<file path="config.mk">
export PLATFORM = sky130hd
export DESIGN_NAME = tl_crossing_arbiter
export DESIGN_NICKNAME = d
export VERILOG_FILES = /design/src/rtl/tl_xing_pkg.sv /design/src/rtl/rr_arbiter_core.sv /design/src/rtl/tl_crossing_arbiter.sv
export SDC_FILE = /design/constraint.sdc
export NUM_CORES = 1
export LEC_CHECK = 0
export CAP_MARGIN = 10
export CORE_AREA = 2 2 136 138
export CTS_BUF_LIST = sky130_fd_sc_hd__clkbuf_8
export DETAILED_ROUTE_END_ITERATION = 7
export DIE_AREA = 0 0 138 140
export GPL_TIMING_DRIVEN = 0
export PLACE_DENSITY = 0.57
export SYNTH_ARGS = -nofsm -noshare
export SYNTH_HDL_FRONTEND = slang
export SYNTH_HIERARCHICAL = 1
export SYNTH_SLANG_ARGS = --single-unit
</file>
<file path="constraint.sdc">
create_clock -name clock -period 2.71 [get_ports clock]
set_clock_uncertainty 0.15 [all_clocks]
set_input_delay 0.271 -clock clock [delete_from_list [all_inputs] [get_ports clock]]
set_output_delay 0.271 -clock clock [all_outputs]
set_load 0.02 [all_outputs]
</file>
<file path="src/rtl/tl_xing_pkg.sv">
// Shared TL-UL field layout and opcodes for the crossing arbiter.
// Field offsets are counted from bit 0 (data) upward.
package tl_xing_pkg;

    localparam int DEF_SRC_W = 8;

    // A: {opcode, size, source, address, mask, data}.
    localparam int A_SRC_LSB = 32 + 4 + 32;
    localparam int A_W = 3 + 2 + DEF_SRC_W + A_SRC_LSB;

    // D: {opcode, size, source, denied, data}.
    localparam int D_SRC_LSB = 1 + 32;
    localparam int D_W = 3 + 2 + DEF_SRC_W + D_SRC_LSB;

    localparam logic [2:0] OP_PUT_FULL      = 3'd0;
    localparam logic [2:0] OP_PUT_PARTIAL   = 3'd1;
    localparam logic [2:0] OP_GET           = 3'd4;
    localparam logic [2:0] OP_ACCESS_ACK    = 3'd0;
    localparam logic [2:0] OP_ACCESS_ACK_DATA = 3'd1;

    typedef struct packed {
        logic [2:0]           opcode;
        logic [1:0]           size;
        logic [DEF_SRC_W-1:0] source;
        logic [31:0]          address;
        logic [3:0]           mask;
        logic [31:0]          data;
    } tl_a_t;

    typedef struct packed {
        logic [2:0]           opcode;
        logic [1:0]           size;
        logic [DEF_SRC_W-1:0] source;
        logic                 denied;
        logic [31:0]          data;
    } tl_d_t;

endpackage

</file>
<file path="src/rtl/rr_arbiter_core.sv">
// Rotating-priority pick over NREQ requests with its own round-robin pointer.
// The pointer moves one past the index that was actually served.
module rr_arbiter_core #(
    parameter int NREQ = 2,
    localparam int IDX_W = $clog2(NREQ)
) (
    input  logic              clock,
    input  logic              reset,
    input  logic [NREQ-1:0]   req,
    input  logic              advance,
    input  logic [IDX_W-1:0]  advIdx,
    output logic              pickVld,
    output logic [IDX_W-1:0]  pickIdx
);

    logic [IDX_W-1:0] rrPtr;

    always_ff @(posedge clock) begin
        if (reset) begin
            rrPtr <= '0;
        end else if (advance) begin
            rrPtr <= (int'(advIdx) == NREQ - 1) ? '0 : advIdx + 1'b1;
        end
    end

    // Scan from the farthest offset down so the nearest eligible index wins.
    always_comb begin
        pickVld = 1'b0;
        pickIdx = '0;
        for (int k = NREQ - 1; k >= 0; k--) begin
            if (req[(int'(rrPtr) + k) % NREQ]) begin
                pickVld = 1'b1;
                pickIdx = IDX_W'((int'(rrPtr) + k) % NREQ);
            end
        end
    end

endmodule

</file>
<file path="src/rtl/tl_crossing_arbiter.sv">
// Shares one TL-UL crossing port among NREQ requesters: A arbitration with lock,
// source-ID widening, D demux by index bits, outstanding counters and idle/error flags.
module tl_crossing_arbiter
    import tl_xing_pkg::*;
#(
    parameter int NREQ    = 2,
    parameter int SRC_W   = DEF_SRC_W,
    parameter int MAX_OUT = 4,
    localparam int IDX_W  = $clog2(NREQ),
    localparam int CNT_W  = $clog2(MAX_OUT + 1),
    localparam int AW     = A_SRC_LSB + SRC_W + 5,
    localparam int DW     = D_SRC_LSB + SRC_W + 5
) (
    input  logic                   clock,
    input  logic                   reset,
    input  logic [NREQ-1:0]        up_a_valid,
    output logic [NREQ-1:0]        up_a_ready,
    input  logic [NREQ*AW-1:0]     up_a_bits,
    output logic                   dn_a_valid,
    input  logic                   dn_a_ready,
    output logic [AW+IDX_W-1:0]    dn_a_bits,
    input  logic                   dn_d_valid,
    output logic                   dn_d_ready,
    input  logic [DW+IDX_W-1:0]    dn_d_bits,
    output logic [NREQ-1:0]        up_d_valid,
    input  logic [NREQ-1:0]        up_d_ready,
    output logic [DW-1:0]          up_d_bits,
    input  logic                   quiesce,
    output logic                   idle,
    output logic                   proto_err
);

    // Valid/ready: a beat transfers on a cycle where valid and ready are both high;
    // once dn_a_valid rises, the granted beat is held unchanged until it transfers.

    localparam int A_IDX_POS = A_SRC_LSB + SRC_W;
    localparam int D_IDX_LSB = D_SRC_LSB + SRC_W;

    logic [CNT_W-1:0] cnt [NREQ];
    logic             lockVld;
    logic [IDX_W-1:0] lockIdx;
    logic [NREQ-1:0]  eligible;
    logic             pickVld;
    logic [IDX_W-1:0] pickIdx;
    logic [IDX_W-1:0] grantIdx;
    logic [AW-1:0]    grantBits;
    logic             aFire;
    logic [IDX_W-1:0] dIdx;
    logic             idxOk;
    logic [CNT_W-1:0] cntSel;
    logic             readySel;
    logic             dLegal;
    logic             dFire;
    logic [NREQ-1:0]  cntInc;
    logic [NREQ-1:0]  cntDec;
    logic             allZero;

    always_comb begin
        for (int i = 0; i < NREQ; i++) begin
            eligible[i] = up_a_valid[i] && (cnt[i] < CNT_W'(MAX_OUT)) && !quiesce;
        end
    end

    rr_arbiter_core #(.NREQ(NREQ)) uCore (
        .clock   (clock),
        .reset   (reset),
        .req     (eligible),
        .advance (aFire),
        .advIdx  (grantIdx),
        .pickVld (pickVld),
        .pickIdx (pickIdx)
    );

    // A held lock overrides both the pointer and quiesce.
    assign grantIdx   = lockVld ? lockIdx : pickIdx;
    assign dn_a_valid = !reset && (lockVld || pickVld);
    assign aFire      = dn_a_valid && dn_a_ready;

    always_comb begin
        grantBits = '0;
        for (int i = 0; i < NREQ; i++) begin
            if (IDX_W'(i) == grantIdx) grantBits = up_a_bits[i*AW +: AW];
        end
    end

    assign dn_a_bits = {grantBits[AW-1:A_IDX_POS], grantIdx, grantBits[A_IDX_POS-1:0]};

    always_comb begin
        for (int i = 0; i < NREQ; i++) begin
            up_a_ready[i] = aFire && (IDX_W'(i) == grantIdx);
        end
    end

    always_ff @(posedge clock) begin
        if (reset) begin
            lockVld <= 1'b0;
            lockIdx <= '0;
        end else if (aFire) begin
            lockVld <= 1'b0;
        end else if (dn_a_valid) begin
            lockVld <= 1'b1;
            lockIdx <= grantIdx;
        end
    end

    assign dIdx  = dn_d_bits[D_IDX_LSB +: IDX_W];
    assign idxOk = {1'b0, dIdx} < (IDX_W + 1)'(NREQ);

    always_comb begin
        cntSel   = '0;
        readySel = 1'b0;
        for (int i = 0; i < NREQ; i++) begin
            if (IDX_W'(i) == dIdx) begin
                cntSel   = cnt[i];
                readySel = up_d_ready[i];
            end
        end
    end

    // Illegal D beats are swallowed here so the crossing never stalls on them.
    assign dLegal     = idxOk && (cntSel != '0);
    assign dn_d_ready = !reset && (dLegal ? readySel : 1'b1);
    assign dFire      = dn_d_valid && dn_d_ready && dLegal;
    assign up_d_bits  = {dn_d_bits[DW+IDX_W-1:D_IDX_LSB+IDX_W], dn_d_bits[D_IDX_LSB-1:0]};

    always_comb begin
        for (int i = 0; i < NREQ; i++) begin
            up_d_valid[i] = !reset && dn_d_valid && dLegal && (IDX_W'(i) == dIdx);
            cntInc[i]     = aFire && (IDX_W'(i) == grantIdx);
            cntDec[i]     = dFire && (IDX_W'(i) == dIdx);
        end
    end

    always_ff @(posedge clock) begin
        for (int i = 0; i < NREQ; i++) begin
            if (reset) begin
                cnt[i] <= '0;
            end else if (cntInc[i] && !cntDec[i]) begin
                cnt[i] <= cnt[i] + 1'b1;
            end else if (cntDec[i] && !cntInc[i]) begin
                cnt[i] <= cnt[i] - 1'b1;
            end
        end
    end

    always_ff @(posedge clock) begin
        if (reset) begin
            proto_err <= 1'b0;
        end else if (dn_d_valid && !dLegal) begin
            proto_err <= 1'b1;
        end
    end

    always_comb begin
        allZero = 1'b1;
        for (int i = 0; i < NREQ; i++) begin
            if (cnt[i] != '0) allZero = 1'b0;
        end
    end

    assign idle = reset || (!lockVld && allZero);

endmodule

</file>
Word level (Yosys, flattened, before mapping)
Memory sizes are Yosys's and may differ from the RTL's.
Index checks and enable logic that the tools add are counted.
{"block": "op_classes", "n_reduce_logical": 38, "order_cmp": 4, "mux": 37, "bitwise": 8, "add_sub_neg": 6}
{"op": "$mux 81", "count": 1}
{"op": "$mux 1", "count": 31}
{"op": "$logic_and 1x1->1", "count": 23}
{"op": "$mux 3", "count": 5}
{"op": "$reduce_bool 3->1", "count": 3}
{"op": "$logic_not 1->1", "count": 8}
{"op": "$add 3x1->3 const B", "count": 2}
{"op": "$lt 3x3->1 const B", "count": 2}
{"op": "$sub 3x1->3 const B", "count": 2}
{"op": "$or 1x1->1", "count": 4}
{"op": "$lt 2x3->1 const B", "count": 1}
{"op": "$not 1->1", "count": 3}
{"op": "$add 1x1->1 const B", "count": 2}
{"op": "$logic_or 1x1->1", "count": 2}
{"op": "$lt 1x2->1 const B", "count": 1}
{"op": "$reduce_and 2->1", "count": 1}
{"op": "$reduce_or 2->1", "count": 1}
{"op": "$and 1x1->1 const A", "count": 1}
{"block": "word_totals", "memories": 1, "input_bits": 218, "out_inout_bits": 136, "mem_bits_rw": 6, "register_bits": 4, "elab_cells": 98}
{"name": "cnt", "depth": 2, "word_bits": 3, "rd": 2, "rd_clocked_by_memory_dff": 0, "write_ports": 2, "line": "tl_crossing_arbiter.sv:39", "text": "logic [CNT_W-1:0] cnt [NREQ];"}

Logic depth before layout (Yosys ltp)
An unclocked memory read counts as a cell.
{"block": "depth", "word_depth": 20, "ltp_mapped": 9, "mapped_depth_nobuf": 9}

By module
The synthesis kept the hierarchy.
{"module": "tl_crossing_arbiter", "seq_area_each_um2": 240.2, "area_each_um2": 2290.9, "instances": 1, "cells_each": 211}
{"module": "rr_arbiter_core", "seq_area_each_um2": 20.0, "area_each_um2": 53.8, "instances": 1, "cells_each": 6}

Worst setup path after synthesis
OpenSTA, ideal clock, no wires.
{"block": "synth_timing", "kind": "register to register", "start": "memory cnt[0][2] in the netlist's numbering", "end": "memory cnt[1][2] in the netlist's numbering, data pin", "stages_incl_launch_ff": 10, "t_arrival_ns": 2.051, "t_required_ns": 2.414, "setup_time_ns": 0.146, "n_path_buf": 0, "setup_slack_ns": 0.363, "synth_period_minus_slack_ns": 2.347, "cell_sequence": "edfxtp_1 > nor3b_1 > a21boi_0 > nand3b_1 > a21o_1 > nand2_1 > fa_1 > xnor2_1 > or2_2 > o2bb2ai_1"}
{"item": "from (decl)", "line": "tl_crossing_arbiter.sv:39"}

==> impl_results.md <==
* Status: finished, final reports clean
* Post-route insts no fill at 769
* GP Congestion at 0.832
* FP Rows at 49
* GR Overflow Total at 0
* First-pass GRT wire length at 19.5 mm
* Synth top area cells: mux2_4, buf_4, edfxtp_1
* Core Footprint at 17800 µm²
* Inst Count DP at 753
* Mapped Area at 2340 µm²
* CP arrival at 2.20 ns
* Gr usage total at 12.7%
* Switching Share at 35.2%
* #FFs+latches synth at 10
* Crit. End Element: output port
* IO buf count at 307
* Hold Violations, Final at 0
* Top-area cell type share of the netlist area at 43.5%
* Number of DRC markers in iteration 0 at 47
* Floorplan die height at 140 µm
* Vias in the first global route at 2983
* Max cap viols at 0
* F_max at 382 MHz
* Nets@finish at 764
* Largest net degree at the start of global routing at 11
* Hold Path Class: register to register
* Final Max Tran Viols at 0
* WS Path Type: register to output port
* RSZ-0062 raised after global routing: yes
* Worst-path fanout max at 7
* WL final at 13.7 mm
* Leakage Power at 2.65 nW
* Slew HR at 80.1%
* Reg clk slew, reported paths at 0.05 ns
* Slowest stage cell, crit path: edfxtp_1
* Post-Syn Nets at 439
* Final Setup Violations at 0
* CP Cell Sequence: nor3b_4 > buf_6 > a21boi_4 > mux2i_4 > buf_12 > buf_12 > buf_6 > mux2_4 > buf_6
* CTS tree: built
* Layout cell share with drive strength beyond 1 at 45.4%
* Max Buffers Root-to-Sink at 2
* Drt wl/cell at 17.8 µm
* Worst Path Required at 2.29 ns
* Sw power at 0.485 mW
* Drc violations at 0
* Worst-case vdd ir drop at 188 µV
* Clk sinks at 10
* Final Cycle Share at 96.7%
* Logic pwr share at 75.7%
* I/O Pins at 354
* Int Power at 0.893 mW
* Worst path max stage delay at 0.44 ns
* Post-Synthesis Cells at 217
* TritonCTS Buffers at 3
* Placed wire-length estimate at 12.1 mm
* Syn Area/Cell at 10.8 µm²
* Worst setup SP type: register
* Root Buffer: clkbuf_8
* Diode count at 0
* Fill cells at 1846
* Initial Util at 13.2%
* YS warnings at 6
* Die area at 19300 µm²
* Initial DRT Pass Iterations at 4
* Via Count at 2823
* Die X-Extent at 138 µm
* Seq/Total Area, Yosys at 11.1%
* Post-synth top area cell: mux2_4
* Drt via density at 3.67
* Initial antenna violation count at 0
* Hold slack final at 0.351 ns
* CTS H-Tree Depth at 1
* Power after layout at 1.38 mW
* Area Growth Syn to Fin at 142%
* Worst-margin pin slew at 0.296 ns
* Most used cell, CP: buf_6
* Unique cell type count in the Yosys netlist at 39
* Cell Pwr Density at 243 nW/µm²
* Sequential power share at 13.3%
* Clk pwr share at 11.0%
* Worst-Skew Late Latency at 0.23 ns
* Fin crit period at 2.62 ns
* ANT nets after route at 0
==> worst paths after layout <==
check,startpoint,to,slack (ns),depth (start not counted)
hold / removal,proto_err,proto_err,0.35,2
setup / recovery,cnt[0][2],dn_a_bits[68],0.09,9
setup reg to reg,cnt[0][2],cnt[1][2],0.22,10
hold reg to reg,proto_err,proto_err,0.35,2
==> power by group through the flow <==
stage	Sequential [mW]	Combinational, mW	Clock, mW
6_report	0.183	1.04	0.151
3_3_place_gp	0.186	1.07	0
3_5_place_dp	0.187	1.08	0
4_1_cts	0.183	1.05	0.158
5_1_grt	0.185	1.10	0.167
2_1_floorplan	0.184	0.509	0
==> layer usage <==
metal  track usage (%)  wire (µm)  up-vias  share of wire (%)
li1                  -          -     1370                  -
met4              1.50         87        0               0.63
met1              16.7       6010     1318                 44
met2              22.8       6950      127                 51
met3              1.91        665        8                4.9
met5                 0          0        -                  0
==> cells in the final DEF (no fill, tap or decap), types with 4 or more instances in the layout <==
| cell | instances |
|---|---|
| inv_1 | 8 |
| clkdlybuf4s50_1 | 221 |
| buf_4 | 50 |
| nor2_1 | 10 |
| nand2_1 | 4 |
| buf_12 | 8 |
| mux2_4 | 68 |
| buf_6 | 13 |
| mux2_2 | 13 |
| buf_2 | 75 |
| nand2b_1 | 5 |
| dfxtp_1 | 4 |
| edfxtp_1 | 6 |
==> final cells by class <==
type                            instances  area (µm²)  area share [%]
Buffer                                 56         520            9.18
Clock buffer                            3        41.3           0.728
Timing Repair Buffer                  321        2890            51.0
Inverter                                8        30.0           0.530
Tap cell                              229         287            5.05
Sequential cell                        10         260            4.59
Multi-Input combinational cell        142        1640            28.9
==> critical path: cells and delay by family, from the launching register on <==
kind | cells | cell delay, ns
AND/OR/NAND/NOR | 1 | 0.22
AO/OA/AOI/OAI | 1 | 0.05
buffers and inverters | 5 | 0.70
flip-flops | 1 | 0.44
multiplexers | 2 | 0.55
==> kinds of logic after synthesis <==
family	synth area share, %
XOR/XNOR	0.747
buffers and inverters	20.6
adder cells (fa/ha/maj)	2.45
AO/OA/AOI/OAI	4.27
AND/OR/NAND/NOR	10.2
multiplexers	50.6
flip-flops	11.1
==> sequential cells by signal (all words and copies together) (netlist names) <==
name and flops:
cnt 6, lockIdx 1, uCore/rrPtr 1, proto_err 1
lockVld 1
==> synthesized netlist by cell type <==
cell / n
mux2_4: 68
buf_4: 47
mux2_2: 13
nor2_1: 10
buf_6: 8
inv_1: 8
edfxtp_1: 6
nand2b_1: 5
dfxtp_1: 4
nand2_1: 4
ha_1: 3
nand4b_1: 3
nor3_1: 3
nor3b_1: 3
a21oi_1: 2
buf_2: 2
mux2i_1: 2
nand3_1: 2
nand3b_1: 2
or2_1: 2
or3_1: 2
a211o_1: 1
a211oi_1: 1
a211oi_2: 1
a21boi_0: 1
a21o_1: 1
a21oi_4: 1
a311oi_1: 1
and3_1: 1
and4_4: 1
fa_1: 1
nor2b_1: 1
o21ai_1: 1
o21bai_1: 1
o2bb2ai_1: 1
or2_2: 1
or3b_4: 1
xnor2_1: 1
xor2_1: 1
==> through the flow <==
step | setup TNS [ns] | util [%] | setup WS, ns | area (µm²)
6_report | 0 | 31.9 | 0.0888 | 5670
5_1_grt | -0.0226 | 31.9 | -0.0123 | 5670
4_1_cts | -0.0259 | 32.0 | -0.0255 | 5700
3_5_place_dp | -42.30 | 32.1 | -0.574 | 5700
3_3_place_gp | -41.87 | 32.1 | -0.571 | 5700
2_1_floorplan | 0 | - | 0.363 | 2340
==> what timing repair did <==
action	CTS	global route
gates resized for setup	328	48
cloned	1	3
hold buffers	0	0
setup buffers	10	1
pin swaps	0	2
endpoints found under the setup margin	84	56
(Power assumes the default switching activity.)
